$ cat src/rtl/or_unit_rr_arbiter.sv
// Round-robin arbiter sharing one registered bitwise logic unit (OR/AND/XOR/NOR)
// among N requesters; three-state Moore FSM with a one-cycle ack/result_valid pulse.
module or_unit_rr_arbiter #(
    parameter int unsigned N = 4,
    parameter int unsigned W = 8
) (
    input  logic             clk,
    input  logic             rst_n,
    input  logic [N-1:0]     req,
    input  logic [N*W-1:0]   a_bus,
    input  logic [N*W-1:0]   b_bus,
    input  logic [2*N-1:0]   op_bus,
    output logic [N-1:0]     grant,
    output logic [N-1:0]     ack,
    output logic [W-1:0]     result,
    output logic             result_valid,
    output logic             busy
);

    localparam int unsigned IW = (N > 1) ? $clog2(N) : 1;

    typedef enum logic [1:0] {
        S_IDLE,
        S_EXEC,
        S_DONE
    } state_t;

    state_t         state_q, state_d;
    logic [IW-1:0]  rr_ptr_q, rr_ptr_d;
    logic [IW-1:0]  gidx_q, gidx_d;
    logic [W-1:0]   opa_q, opa_d;
    logic [W-1:0]   opb_q, opb_d;
    logic [1:0]     opc_q, opc_d;
    logic [N-1:0]   grant_q, grant_d;
    logic [N-1:0]   ack_q, ack_d;
    logic [W-1:0]   result_q, result_d;
    logic           valid_q, valid_d;

    logic           found;
    logic [IW-1:0]  win_idx;
    int unsigned    scan_idx;

    // Scan from rr_ptr upward (mod N); the first asserted request wins.
    always_comb begin
        found    = 1'b0;
        win_idx  = '0;
        scan_idx = 0;
        for (int unsigned k = 0; k < N; k++) begin
            scan_idx = (32'(rr_ptr_q) + k) % N;
            if (!found && req[IW'(scan_idx)]) begin
                found   = 1'b1;
                win_idx = IW'(scan_idx);
            end
        end
    end

    always_comb begin
        state_d  = state_q;
        rr_ptr_d = rr_ptr_q;
        gidx_d   = gidx_q;
        opa_d    = opa_q;
        opb_d    = opb_q;
        opc_d    = opc_q;
        grant_d  = grant_q;
        ack_d    = '0;
        result_d = result_q;
        valid_d  = 1'b0;
        case (state_q)
            S_IDLE: begin
                grant_d = '0;
                if (found) begin
                    opa_d            = a_bus[win_idx*W +: W];
                    opb_d            = b_bus[win_idx*W +: W];
                    opc_d            = op_bus[win_idx*2 +: 2];
                    gidx_d           = win_idx;
                    grant_d[win_idx] = 1'b1;
                    state_d          = S_EXEC;
                end
            end
            S_EXEC: begin
                case (opc_q)
                    2'b00:   result_d = opa_q | opb_q;
                    2'b01:   result_d = opa_q & opb_q;
                    2'b10:   result_d = opa_q ^ opb_q;
                    default: result_d = ~(opa_q | opb_q);
                endcase
                ack_d   = grant_q;
                valid_d = 1'b1;
                state_d = S_DONE;
            end
            S_DONE: begin
                grant_d  = '0;
                rr_ptr_d = (gidx_q == IW'(N - 1)) ? '0 : gidx_q + 1'b1;
                state_d  = S_IDLE;
            end
            default: begin
                grant_d = '0;
                state_d = S_IDLE;
            end
        endcase
    end

    always_ff @(posedge clk) begin
        if (!rst_n) begin
            state_q  <= S_IDLE;
            rr_ptr_q <= '0;
            gidx_q   <= '0;
            opa_q    <= '0;
            opb_q    <= '0;
            opc_q    <= '0;
            grant_q  <= '0;
            ack_q    <= '0;
            result_q <= '0;
            valid_q  <= 1'b0;
        end else begin
            state_q  <= state_d;
            rr_ptr_q <= rr_ptr_d;
            gidx_q   <= gidx_d;
            opa_q    <= opa_d;
            opb_q    <= opb_d;
            opc_q    <= opc_d;
            grant_q  <= grant_d;
            ack_q    <= ack_d;
            result_q <= result_d;
            valid_q  <= valid_d;
        end
    end

    assign grant        = grant_q;
    assign ack          = ack_q;
    assign result       = result_q;
    assign result_valid = valid_q;
    assign busy         = (state_q != S_IDLE);

endmodule
$ cat config.mk
export PLATFORM = sky130hd
export DESIGN_NAME = or_unit_rr_arbiter
export DESIGN_NICKNAME = d
export VERILOG_FILES = /design/src/rtl/or_unit_rr_arbiter.sv
export SDC_FILE = /design/constraint.sdc
export NUM_CORES = 1
export LEC_CHECK = 0
export ABC_AREA = 1
export CAP_MARGIN = 20
export CORE_ASPECT_RATIO = 1.25
export CORE_UTILIZATION = 50
export DETAILED_ROUTE_END_ITERATION = 16
export GPL_TIMING_DRIVEN = 0
export PLACE_DENSITY = 0.87
export SLEW_MARGIN = 20
export SYNTH_ARGS = -nofsm -noshare
export SYNTH_HDL_FRONTEND = slang
export SYNTH_SLANG_ARGS = --single-unit
$ cat constraint.sdc
create_clock -name clk -period 2.8 [get_ports clk]
set_input_delay 0.7 -clock clk [delete_from_list [all_inputs] [get_ports clk]]
set_output_delay 0.7 -clock clk [all_outputs]
set_load 0.1 [all_outputs]
==> summary.md <==
| Metric | Value |
|---|---|
| Starting Density | 51.8% |
| Final setup vio count | 0 |
| Commonest cells in the netlist | 136 x nand2_1, 63 x nand3_1, 42 x inv_1 |
| Crit-path max FO | 2 |
| FF-to-FF Start | rr_ptr_q[0] |
| Post-synthesis cell area | around 2800 um^2 |
| Die Ht | approximately 86 um |
| Reg-to-reg setup timing slack | 760 ps |
| Final Hold Fails | 0 |
| Yosys top cell area share | between 20 and 30% |
| YS warnings | 0 |
| Asr flop ratio synth | 0% |
| First-pass GRT wire length | 13.5 mm |
| Slew HR | between 30% and 40% |
| WP data required | around 2100 ps |
| Fmax | 0.399 GHz |
| Clk_skew | 13.3 ps |
| Vias/cell | 5.28 |
| Placed Cells | slightly below 600 |
| Critical path arrival | ~1800 ps |
| CP endpoint kind | output pin |
| Root Driver | clkbuf_8 |
| Largest stage delay, worst path | between 1000 and 1500 ps |
| Reg clk slew, reported paths | roughly 80 ps |
| Vias in the first global route | approximately 3100 |
| Detailed Routing Iterations Pass 1 | 4 |
| LEAKAGE | 0.00185 uW |
| Area delta synth->final | 40.7% |
| Min-Delay Path Class | reg -> reg |
| Hpwl dp | ~6.4 mm |
| Placer Congestion | 0.854 |
| Max cap viols | 0 |
| Die X-Extent | between 60 and 70 um |
| Initial antenna violation count | 0 |
| ANT nets after route | 0 |
| Fin cells | 600 |
| PortBufs | 94 |
| CP Cell Sequence | clkdlybuf4s50_1 |
| Final nets | 630 |
| Worst skew pair latency | around 300 ps |
| Initial DRC Count | 154 |
| Status | completed |
| TritonCTS buffer count | 5 |
| CTS Sinks | 41 |
| Largest net degree at the start of global routing | 13 |
| R2R Path End | opa_q[4] |
| Count of buffer and inverter cells on the critical path | 1 |
| Worst Max-Slew Pin Slew | between 900 and 1000 ps |
| I/O pin count | 96 |
| Final period util | between 80% and 90% |
| Startpoint Class | register |
| Top-count cell post-synth | nand2_1 |
| Post-route cell area | between 3000 and 4000 um^2 |
| Yosys reg bits | 41 |
| Synthesized area per cell | 6.45 um^2 |
| Worst setup path startpoint | result[5] |
| Number of flops mapped to enable cells by yosys | 0 |
| Hold path start | grant[3] |
| Worst Hold Depth | 2 |
| Slowest stage cell, crit path | clkdlybuf4s50_1 |
| GRT Residual Overflow | 0 |
| Placed cell areas | between 3000 and 4000 um^2 |
| Reg2Reg Depth | 13 |
| Total Routed Length | between 8 and 9 mm |
| Slew Limit Fails | 0 |
| H-tree depth | 2 |
| Netlist cell types | 28 |
| VDD IR-drop max | 337 uV |
| Delay-heaviest family, CP | buffers and inverters |
| GRT Overall Usage | a little under a third |
| Hold endpoint | ack[3] |
| Main synth FF type | dfxtp_1 |
| Seq/Total Area, Yosys | between 20% and 30% |
| Ant diodes | 0 |
| Syn_nets | roughly 530 |
| DRC violations left | 0 |
| Power Density | roughly 700 nW/um^2 |
| Share of layout cells above drive strength 1 | around 8.2% |
| RSZ-0062 raised after global routing | no |
| Post-layout util | roughly 73% |
| Core area | 5410 um^2 |
| # Post-CTS Setup Buffers | 0 |
| DR vias | 3165 |
| Syn Inst Count | between 400 and 500 |
| Final TNS setup | 0 ps |
| Die area | 5900 um^2 |
| CTS tree | yes |
| WL/cell | about 14 um |
| Critical path type | reg -> out |
| Fin crit period | 2510 ps |
| Largest area contributor in the netlist | dfxtp_1 |
| CTS Buffer Depth | 2 |
| Synth area leaders | dfxtp_1 29%, nand2_1 18%, nand3_1 11% |
| Cell row count | 30 |
-- sequential cells by signal, summed over array words and instances, names as in the netlist --
register,flops
gidx_q,2
opc_q,2
opa_q,8
ack,4
result,8
state_q,2
grant,4
rr_ptr_q,2
opb_q,8
result_valid,1
-- worst max path at each step --
| stage | to | slack, ps | depth (start not counted) |
|---|---|---|---|
| 2_1_floorplan | opb_q[0] | 800 | 12 |
| 3_3_place_gp | opb_q[1] | 190 | 16 |
| 3_5_place_dp | opa_q[4] | 130 | 14 |
| 4_1_cts | busy | 30 | 3 |
| 5_1_grt | opb_q[1] | 200 | 16 |
| 6_report | result[5] | 290 | 1 |
-- layout by cell type (no fill, tap or decap), types with 6 or more instances in the layout --
cell	Yosys	final
inv_1	42	42
clkbuf_1	5	6
o21ai_1	13	13
nand3_1	63	63
a21oi_1	12	12
nor2_1	33	33
clkbuf_8	0	6
buf_2	6	6
ha_1	17	17
nand2_1	136	136
clkdlybuf4s50_1	0	93
dfxtp_1	41	41
o21ai_0	20	20
-- what timing repair did --
action	4_1_cts	5_1_grt
endpoints found under the setup margin	0	1
gates resized for setup	0	1
hold endpoints to repair	0	0
hold buffers	0	0
-- per-stage QoR --
stage | power (uW) | setup WS [ps] | hold WS (ps)
2_1_floorplan | 1880 | 803 | 493
3_5_place_dp | 2300 | 130 | 439
5_1_grt | 3010 | 200 | 460
3_3_place_gp | 2260 | 192 | 434
4_1_cts | 2800 | 27.8 | 452
6_report | 2820 | 293 | 456
-- kinds of logic after synthesis --
family                   after synthesis  synth area share (%)
AND/OR/NAND/NOR                      253                  40.6
AO/OA/AOI/OAI                         56                  11.2
adder cells (fa/ha/maj)               17                  7.60
buffers and inverters                 67                  11.2
flip-flops                            41                  29.3
-- area by class of cell --
class / instances / area, um^2
multi-input combinational: 326 / 1660
timing repair buffer: 94 / 943
fill: 449 / 1470
inverter: 47 / 179
buffer: 20 / 135
clock buffer: 7 / 86.3
tap: 64 / 80.1
clock inverter: 1 / 30.0
sequential: 41 / 821
-- per-layer routing --
layer	vias up	track usage, %	wire [um]	part of all wire [%]
met5	-	0	0	0
met2	134	53.8	4340	53
met4	0	12.8	131	1.6
li1	1603	-	-	-
met3	14	6.12	647	7.9
met1	1414	32.8	3130	38
-- where the power goes --
part           internal [uW]  total (uW)  switching (uW)
registers                701         780            78.8
logic                    537        1540            1000
clock network            291         501             210
Power figures use the tool's default switching activity.
==> RTL change: new RTL, same settings <==
Make the reset (`rst_n`) asynchronous in one clocked block.
--- a/src/rtl/or_unit_rr_arbiter.sv
+++ b/src/rtl/or_unit_rr_arbiter.sv
@@ -101,5 +101,5 @@
     end
 
-    always_ff @(posedge clk) begin
+    always_ff @(posedge clk or negedge rst_n) begin
         if (!rst_n) begin
             state_q  <= S_IDLE;
Behaviour: differs if rst_n is asserted again (counterexample within 4 cycles, from zero or initial values and one cycle with rst_n low); with rst_n held inactive, the same outputs for 4 cycles.
==> RTL change against the unedited design <==
  * Cell count is 7.2% higher
  * Synthesized cell count rose by 5.3%
  * Sequential cell count stayed put
  * Design area is 9.4% higher
  * Maximum frequency shrank 7.4%
  * Synthesized area grew 12%
  * Die area is 11% higher
  * Via count rose by 1.2%
  * Worst setup slack got worse by 0.20 ns
  * Routed wire length is 1.7% lower
  * Highest routed layer unchanged
Power is left out: the tool's default activity adds up to more than one toggle a clock period on the data nets, which glitch-free logic cannot reach.
==> RTL change: results (changes against the unedited design) <==
number of diodes=0 (unchanged); Reg clk slew, reported paths=0.08 ns (about the same); Final Routed Wirelength=8.10 mm (was 8.24 mm); antenna violations before repair=0 (unchanged); vias in the first global route=3218 (was 3124); GP Congestion=0.886 (was 0.854); Yosys warning count=0 (unchanged); sequential area share after synthesis=32.9% (was 29.3%); status=finished clean (unchanged); Commonest cells post-synth=nand2_1, dfrtp_1, nand3_1 (was nand2_1, nand3_1, inv_1); r2r startpoint=rr_ptr_q[0] (unchanged); post-CTS setup buffer count=0 (unchanged); Via density=4.98 (was 5.28); Synth cell types=28 (unchanged); Max Root-Sink Buffers=2 (unchanged); Max-Cap Viols=0 (unchanged); critical path data arrival time=2.01 ns (was 1.81 ns); Worst R2R Setup Slack=0.76 ns (about the same); largest net degree at the start of global routing=24 (was 13); drt pass-1 iters=4 (unchanged); placed wire-length estimate=6.73 mm (was 6.42 mm); worst hold path class=in2async (was reg2reg); Worst R2R End=opc_q[0] (was opa_q[4]); Port Buf Inserts=95 (was 94); Max-slew headroom=35.4% (was 34.5%); dpl cell area=0.00420 sq mm (was 0.00382 sq mm); layout cells sized above 1=13.2% (was 8.21%); CTS H-tree lvls=2 (unchanged); CTS buffer count=5 (unchanged); R2R cell count=15 (was 13); initial DRC count=91 (was 154); Total GRT Usage=26.8% (was 30.0%); Root Driver=clkbuf_8 (unchanged); crit path max fanout=4 (was 2); Nets=655 (was 630); clock latency on the worst-skew pair=0.29 ns; first-pass GRT wire length=13.9 mm (was 13.5 mm); Setup Skew=0.00917 ns (was 0.0133 ns); main area contributors after synthesis=dfrtp_1, nand2_1, ha_1, nand3_1, nand2_2 (was dfxtp_1, nand2_1, nand3_1, ha_1, inv_1); post-CTS resize count=0 (unchanged); ys async rst share=100% (was 0%); Layout fillers=526 (was 449); Syn Nets=552 (was 529)
RTL change: cell count changes after synthesis, moves of 13 or more:
cell     delta
nand2_1    +79
dfrtp_1    +41
dfxtp_1    -41
nand2_2    +23
nand3_1    -22
nor2_1     -19
o21ai_1    -13
RTL change: final cells by class:
cell class / count / share of cell area [%]
Multi-Input combinational cell: 357 / 41.4
Sequential cell: 41 / 23.8
Clock buffer: 6 / 1.68
Timing Repair Buffer: 96 / 22.6
Clock inverter: 2 / 0.900
Buffer: 21 / 3.89
Inverter: 38 / 3.31
Tap cell: 82 / 2.38
RTL change: through the flow:
| step | hold slack [ns] | util, % | cells | setup WS, ns |
|---|---|---|---|---|
| 4_1_cts | 0.350 | 73.1 | 643 | 0.0684 |
| 6_report | 0.345 | 73.1 | 643 | 0.0933 |
| 2_1_floorplan | 0.404 | - | 457 | 0.905 |
| 5_1_grt | 0.370 | 73.1 | 643 | 0.0214 |
| 3_3_place_gp | 0.461 | 70.8 | 634 | 0.110 |
| 3_5_place_dp | 0.467 | 71.2 | 635 | 0.183 |
RTL change: worst max-delay path, stage by stage, from the launching register on:
cell and delay (ns):
dfrtp_1 0.41, nor2_1 0.27, inv_1 0.07, clkdlybuf4s50_1 0.97
RTL change: worst max path at each step:
stage                     startpoint       end  slack (ns)
after floorplan               req[0]  opa_q[6]        0.91
after global placement         rst_n  opa_q[0]        0.11
after detailed placement      req[2]  opc_q[0]        0.18
after CTS                 state_q[1]      busy        0.07
after global routing      state_q[1]      busy        0.02
final                     state_q[1]      busy        0.09
RTL change: metal layers:
layer  GRT usage, %  wire length, um  vias to the layer above  share of wire, %
met5              0                0                        -                 0
met4           12.1              228                        0               2.8
met3           3.24              309                       18               3.8
met2           48.8             4370                      108                54
met1           30.2             3190                     1443                39
li1               -                -                     1633                 -
RTL change: cell families (layout without fill, tap and decap cells):
logic type,Yosys count,in the layout,synth area share [%]
and+or+nand+nor,310,310,44.2
DFF,41,41,32.9
buffers and inverters,59,163,9.94
adders and majority gates,17,17,6.82
AOI/OAI and AO/OA,30,30,6.14
